[config.mk]
export PLATFORM = sky130hd
export DESIGN_NAME = l2_request_arbiter
export DESIGN_NICKNAME = d
export VERILOG_FILES = /design/src/rtl/xentry_types.sv /design/src/rtl/rr_arbiter2.sv /design/src/rtl/l2_request_arbiter.sv
export SDC_FILE = /design/constraint.sdc
export NUM_CORES = 1
export LEC_CHECK = 0
export ABC_AREA = 1
export BUFFER_PORTS_ARGS = -buffer_cell sky130_fd_sc_hd__buf_2
export CAP_MARGIN = 5
export CORE_AREA = 3 3 105 107
export CTS_BUF_LIST = sky130_fd_sc_hd__clkbuf_8
export CTS_CLUSTER_DIAMETER = 50
export CTS_CLUSTER_SIZE = 12
export DETAILED_ROUTE_END_ITERATION = 6
export DIE_AREA = 0 0 108 110
export SLEW_MARGIN = 20
export SYNTH_ARGS = -nofsm -noshare
export SYNTH_HDL_FRONTEND = slang
export SYNTH_HIERARCHICAL = 1
export SYNTH_SLANG_ARGS = --single-unit
[constraint.sdc]
create_clock -name clk -period 1.23 [get_ports clk]
set_input_delay 0.0615 -clock clk [delete_from_list [all_inputs] [get_ports clk]]
set_output_delay 0.0615 -clock clk [all_outputs]
set_load 0.02 [all_outputs]
[src/rtl/xentry_types.sv]
// Shared types for the cache-to-L2 request path.
package xentry_types;

  typedef enum logic [1:0] {
    LOAD       = 2'd0,
    STORE      = 2'd1,
    MO_UNKNOWN = 2'd2
  } memory_operation_e;

  typedef enum logic {
    OWN_IC = 1'b0,
    OWN_DC = 1'b1
  } l2_owner_e;

  typedef enum logic [1:0] {
    ST_IDLE     = 2'd0,
    ST_GRANT_IC = 2'd1,
    ST_GRANT_DC = 2'd2
  } l2_arb_state_e;

endpackage

[src/rtl/rr_arbiter2.sv]
// Two-requester round-robin picker; bit 0 = icache, bit 1 = dcache.
// The last-owner register only moves on the update strobe.
module rr_arbiter2
  import xentry_types::*;
(
  input  logic      clk,
  input  logic      rst_n,
  input  logic [1:0] i_req,
  input  logic      i_update,
  output logic [1:0] o_gnt,
  output l2_owner_e o_last_owner
);

  l2_owner_e r_last_owner;

  always_comb begin
    o_gnt = '0;
    case (i_req)
      2'b01:   o_gnt = 2'b01;
      2'b10:   o_gnt = 2'b10;
      2'b11:   o_gnt = (r_last_owner == OWN_IC) ? 2'b10 : 2'b01;
      default: o_gnt = '0;
    endcase
  end

  always_ff @(posedge clk or negedge rst_n) begin
    if (!rst_n) begin
      r_last_owner <= OWN_IC;
    end else if (i_update && (o_gnt != '0)) begin
      r_last_owner <= o_gnt[1] ? OWN_DC : OWN_IC;
    end
  end

  assign o_last_owner = r_last_owner;

endmodule

[src/rtl/l2_request_arbiter.sv]
// Shares one L2 request port between icache and dcache, locking the grant
// for a whole line burst and alternating owners when both are waiting.
module l2_request_arbiter
  import xentry_types::*;
#(
  parameter int unsigned XLEN           = 32,
  parameter int unsigned BEATS_PER_LINE = 4
) (
  input  logic              clk,
  input  logic              reset,
  input  logic              ic_req_valid,
  input  memory_operation_e ic_req_type,
  input  logic [XLEN-1:0]   ic_req_addr,
  output logic              ic_req_fulfilled,
  output logic [XLEN-1:0]   ic_rdata,
  input  logic              dc_req_valid,
  input  memory_operation_e dc_req_type,
  input  logic [XLEN-1:0]   dc_req_addr,
  input  logic [XLEN-1:0]   dc_req_wdata,
  output logic              dc_req_fulfilled,
  output logic [XLEN-1:0]   dc_rdata,
  output logic              l2_req_valid,
  output memory_operation_e l2_req_type,
  output logic [XLEN-1:0]   l2_req_addr,
  output logic [XLEN-1:0]   l2_req_wdata,
  input  logic              l2_req_fulfilled,
  input  logic [XLEN-1:0]   l2_rdata,
  output l2_owner_e         grant_owner
);

  localparam int unsigned CNT_W = $clog2(BEATS_PER_LINE);
  localparam logic [CNT_W-1:0] LAST_BEAT = CNT_W'(BEATS_PER_LINE - 1);

  l2_arb_state_e    r_state;
  l2_arb_state_e    w_next_state;
  logic [CNT_W-1:0] r_beat_cnt;
  logic [1:0]       w_gnt;
  logic             w_grant_stb;
  logic             w_beat_dec;

  // Arbitration happens only in idle, so the picker sees a strobe once per burst.
  assign w_grant_stb = (r_state == ST_IDLE) && (ic_req_valid || dc_req_valid);

  rr_arbiter2 u_rr (
    .clk          (clk),
    .rst_n        (reset),
    .i_req        ({dc_req_valid, ic_req_valid}),
    .i_update     (w_grant_stb),
    .o_gnt        (w_gnt),
    .o_last_owner (grant_owner)
  );

  always_ff @(posedge clk or negedge reset) begin
    if (!reset) begin
      r_state    <= ST_IDLE;
      r_beat_cnt <= '0;
    end else begin
      r_state <= w_next_state;
      if (w_grant_stb) begin
        r_beat_cnt <= LAST_BEAT;
      end else if (w_beat_dec) begin
        r_beat_cnt <= r_beat_cnt - CNT_W'(1);
      end
    end
  end

  always_comb begin
    w_next_state     = r_state;
    w_beat_dec       = 1'b0;
    l2_req_valid     = 1'b0;
    l2_req_type      = LOAD;
    l2_req_addr      = '0;
    l2_req_wdata     = '0;
    ic_req_fulfilled = 1'b0;
    dc_req_fulfilled = 1'b0;
    case (r_state)
      ST_IDLE: begin
        if (w_gnt[1]) begin
          w_next_state = ST_GRANT_DC;
        end else if (w_gnt[0]) begin
          w_next_state = ST_GRANT_IC;
        end
      end
      ST_GRANT_IC: begin
        l2_req_valid     = ic_req_valid;
        l2_req_type      = ic_req_type;
        l2_req_addr      = ic_req_addr;
        ic_req_fulfilled = l2_req_fulfilled & ic_req_valid;
        if (!ic_req_valid) begin
          w_next_state = ST_IDLE;
        end else if (l2_req_fulfilled) begin
          if (r_beat_cnt == '0) w_next_state = ST_IDLE;
          else                  w_beat_dec   = 1'b1;
        end
      end
      ST_GRANT_DC: begin
        l2_req_valid     = dc_req_valid;
        l2_req_type      = dc_req_type;
        l2_req_addr      = dc_req_addr;
        l2_req_wdata     = dc_req_wdata;
        dc_req_fulfilled = l2_req_fulfilled & dc_req_valid;
        if (!dc_req_valid) begin
          w_next_state = ST_IDLE;
        end else if (l2_req_fulfilled) begin
          if (r_beat_cnt == '0) w_next_state = ST_IDLE;
          else                  w_beat_dec   = 1'b1;
        end
      end
      default: begin
        w_next_state     = l2_arb_state_e'('x);
        w_beat_dec       = 1'bx;
        l2_req_valid     = 1'bx;
        l2_req_type      = memory_operation_e'('x);
        l2_req_addr      = 'x;
        l2_req_wdata     = 'x;
        ic_req_fulfilled = 1'bx;
        dc_req_fulfilled = 1'bx;
      end
    endcase
  end

  assign ic_rdata = l2_rdata;
  assign dc_rdata = l2_rdata;

  // A beat completion with no owner is dropped; flag it without stopping the run.
  a_no_idle_fulfil: assert property (@(posedge clk) disable iff (!reset)
    !((r_state == ST_IDLE) && l2_req_fulfilled))
    else $warning("l2_req_fulfilled seen while idle; beat dropped");

endmodule

Word-level counts from Yosys, hierarchy flattened --
Cells that the tools add are included.
Word-level totals: output and inout port bits 134, logic and storage cells 44, input bits 137, bits in registers 5
Cells by class: equality and inequality tests 6, multiplexer cells 23, add/sub/neg operators 1, reduce and logical (&&, ||, !) cells 9, bitwise operators 2
Operator list (number):
- $pmux 32 s3 | 1
- $pmux 32 s2 | 1
- $mux 2 | 9
- $pmux 2 s3 | 3
- $eq 2x2->1 const B | 3
- $pmux 1 s3 | 2
- $mux 1 | 5
- $eq 2x1->1 const B | 2
- $logic_not 2->1 | 2
- $pmux 1 s2 | 2
- $reduce_bool 2->1 | 2
- $reduce_or 2->1 | 2
- $ne 3x1->1 const B | 1
- $and 1x1->1 | 2
- $logic_and 1x1->1 | 2
- $sub 2x1->2 const B | 1
- $logic_or 1x1->1 | 1

Longest topological paths before layout --
depth after elaboration 7, depth in mapped cells 9, mapped depth without buffers 8

Cells and area by module --
Netlist, hierarchy kept.
By module, submodules not included:
- l2_request_arbiter | sequential area each 100.1 sq um, times used 1, cells an instance 297, area an instance 1629.1 sq um
- rr_arbiter2 | sequential area each 25.0 sq um, times used 1, cells an instance 8, area an instance 60.1 sq um

Worst setup path before layout --
Ideal clock, no wire load.
kind register to output, from reg r_state[0], to out ic_req_fulfilled, data arrival time 1.391 ns, stages on the path, launching flop included 6, slack -0.223 ns, cells stage by stage dfrtp_1 inv_1 ha_1 buf_6 buf_6 nor4_2
On the way: word-level cells in the longest chain between the ends 3, elaborated cells between the ends (all ways) 5, classes of those cells 2 x eq/ne; 1 x mux; 2 x reduce/logical
Ends and longest elaborated chain:
- from (decl) | line l2_request_arbiter.sv:34 | l2_arb_state_e r_state;
- from (signal assigned) | line l2_request_arbiter.sv:58 | r_state <= w_next_state;
- $eq 2x2->1 / $logic_not 2->1 (equally long branches) | line l2_request_arbiter.sv:76 | case (r_state)
- $reduce_or 2->1 (no line)
- $pmux 1 s2 (*) | line l2_request_arbiter.sv:76
- to (decl) | line l2_request_arbiter.sv:14 | output logic ic_req_fulfilled,
Mark *: on every way between the ends. The rest lies on a longest branch, timed or not.

Final worst setup path --
from reg r_state[1], to out l2_req_addr[27]
On the way: word-level cells in the longest chain between the ends 2, elaborated cells between the ends (all ways) 4, classes of those cells 2 x eq/ne; 1 x mux; 1 x reduce/logical
Ends and longest elaborated chain:
- $eq 2x2->1, or another cell as far along | line l2_request_arbiter.sv:76
- $pmux 32 s3 (*) | line l2_request_arbiter.sv:76
- to (decl) | line l2_request_arbiter.sv:24 | output logic [XLEN-1:0] l2_req_addr,
Marked as above.

==> results.json <==
{
  "top_layer": "met4",
  "failed_checks": "negative setup slack",
  "synth_top_area_share_pct": 31.6,
  "grt_max_degree": 30,
  "holdWs_ns": 0.123,
  "rsz0062_at_grt": "yes",
  "finClkSkew_ns": 0.00287,
  "root_buffer": "clkbuf_8",
  "critical_path_class": "flop to primary output",
  "vias_per_cell": 3.94,
  "powerDensity_nw_per_um2": 2170,
  "drtPass1Iterations": 4,
  "grt_pass1_wl_um": 11100,
  "grt_pass1_vias": 2057,
  "die_area_sq_um": 11900,
  "clk_latency_ns": 0.23,
  "utilization_pct": 33.1,
  "grt_overflow": 0,
  "die_x_um": 108,
  "antenna_found_initial": 0,
  "cp.arrival_ns": 1.54,
  "clockBufferDepth": 2,
  "post-route-drc-count": 0,
  "fin_setup_tns_ns": -22.49,
  "yosysTopAreaCell": "buf_4",
  "die_y_um": 110,
  "io_buffers": 174,
  "p_leak_uw": 0.00173,
  "cts_num_sinks": 5,
  "area_growth_syn_to_layout_pct": 101,
  "drt_iter0_markers": 78,
  "seqCellArea_sq_um": 125,
  "cts_tree": "yes",
  "synth_area_leaders": "buf_4 32%, nand2_1 27%, a21oi_1 11%, inv_1 9.3%, dfrtp_1 7.4%",
  "drt_wl_total_um": 8600,
  "final_common_cell": "buf_2",
  "final_nets": 575,
  "numCtsBuffers": 3,
  "tightest_slew_ns": 0.240,
  "cts_max_level": 1,
  "slew_violations": 0,
  "start_util_pct": 16.5,
  "total_power_uw": 7370,
  "period_needed_ns": 1.60,
  "ys_seq_area_share_pct": 7.41,
  "met1Wirelength_um": 3150,
  "coreArea_sq_um": 10200,
  "drv_cap": 0,
  "syn_nets": 447,
  "ant_nets": 0,
  "drive_gt1_share_pct": 70.1,
  "ys_ff_latch": 5,
  "antennaDiodeCount": 0,
  "startpoint_type": "flop",
  "path_max_fanout": 19,
  "grtUsageTotal_pct": 12.1,
  "yosysWarnings": 6,
  "crit_required_ns": 1.17,
  "wl_met2_um": 4440,
  "fin_ws_ns": -0.370,
  "slew_headroom_pct": 84.0,
  "ios": 271,
  "dpl.hpwl_um": 6280,
  "fmax_ghz": 0.625,
  "wl_met3_um": 659,
  "syn_inst": 305,
  "status": "complete, but fails checks",
  "synth_cell_type_count": 19,
  "cp-end-kind": "primary output",
  "ir_worst_vdd_mv": 0.929,
  "route.vias.total": 2239,
  "worstHoldPathType": "primary input to primary output",
  "routabilityCongestion": 0.762,
  "syn_area_per_cell_sq_um": 5.54,
  "timing.final.crit_share_pct": 130,
  "multi_input_area_sq_um": 1280,
  "finalSetupViolCount": 73,
  "clkSlewWorstSetupHoldPaths_ns": 0.04,
  "hold_violations": 0,
  "layout_common_cells": "107 x buf_2, 99 x nand2_1, 42 x buf_4",
  "routedWlPerCell_um": 15.1,
  "synthesis.area_sq_um": 1690,
  "rows": 37,
  "nFillCells": 1138
}
per-layer routing:
layer	global-route usage (%)	up-vias
li1	-	1107
met1	14.8	993
met2	20.4	99
met3	2.56	40
met4	5.23	0
met5	0	-
logic make-up after synthesis:
family / synth area share [%]
AO/OA/AOI/OAI: 12.7
adder cells (fa/ha/maj): 3.70
buffers and inverters: 45.3
flip-flops: 7.41
AND/OR/NAND/NOR: 30.9
report_power, final:
group / leakage (uW) / internal [uW] / total (uW) / switching, uW
Combinational: 0.00164 / 3210 / 6770 / 3560
Sequential: 0.0000567 / 243 / 288 / 45.4
Clock: 0.0000269 / 215 / 309 / 93.8
synth_stat cells (all sizes together):
library cell	instances
nand2	121
buf	79
inv	43
a21oi	37
dfrtp	5
ha	5
nand3	5
nor2	3
a21boi	2
o21ai	2
nor3	1
nor4	1
or2	1
flip-flops by register name, indices dropped and copies added (netlist names):
name / flops
r_state: 2
r_beat_cnt: 2
u_rr/o_last_owner: 1
through the flow:
stage | area (sq um) | setup WS (ns) | std cells
after global placement | 2480 | -0.171 | 550
after detailed placement | 2480 | -0.203 | 550
final | 3390 | -0.370 | 568
after floorplan | 1850 | -0.0897 | 305
after global routing | 3390 | -0.426 | 568
after CTS | 2980 | -0.371 | 563
worst paths after layout:
path | to | from | slack [ns] | cells past startpoint
min reg2reg | r_beat_cnt[0] | r_beat_cnt[0] | 0.48 | 2
min in group asynchronous | r_beat_cnt[0] | reset | 0.18 | 2
max reg2reg | r_beat_cnt[1] | r_state[1] | -0.24 | 8
max | l2_req_addr[27] | r_state[1] | -0.37 | 7
max in group asynchronous | r_state[1] | reset | 0.91 | 2
min | ic_rdata[17] | l2_rdata[17] | 0.12 | 0
worst max-delay path: stages (launching register included):
cell and delay, ns:
dfrtp_1 0.39, inv_2 0.08, buf_4 0.12, ha_4 0.15, buf_12 0.15, nand2_1 0.11, a21oi_4 0.17, buf_6 0.13
cell type report:
class | count | area share (%)
Clock buffer | 3 | 1.22
Clock inverter | 1 | 0.111
Inverter | 43 | 4.83
Multi-Input combinational cell | 178 | 37.7
Sequential cell | 5 | 3.69
Tap cell | 136 | 5.02
Timing Repair Buffer | 202 | 47.5
timing repair:
action                                  CTS  global route
hold endpoints to repair                  5             0
gates cloned                              4             1
endpoints found under the setup margin   74            74
hold buffers                              1             0
resized for setup                        92            77
pin swaps                                 2             2
buffers inserted                          4             4
(Power assumes the default switching activity.)
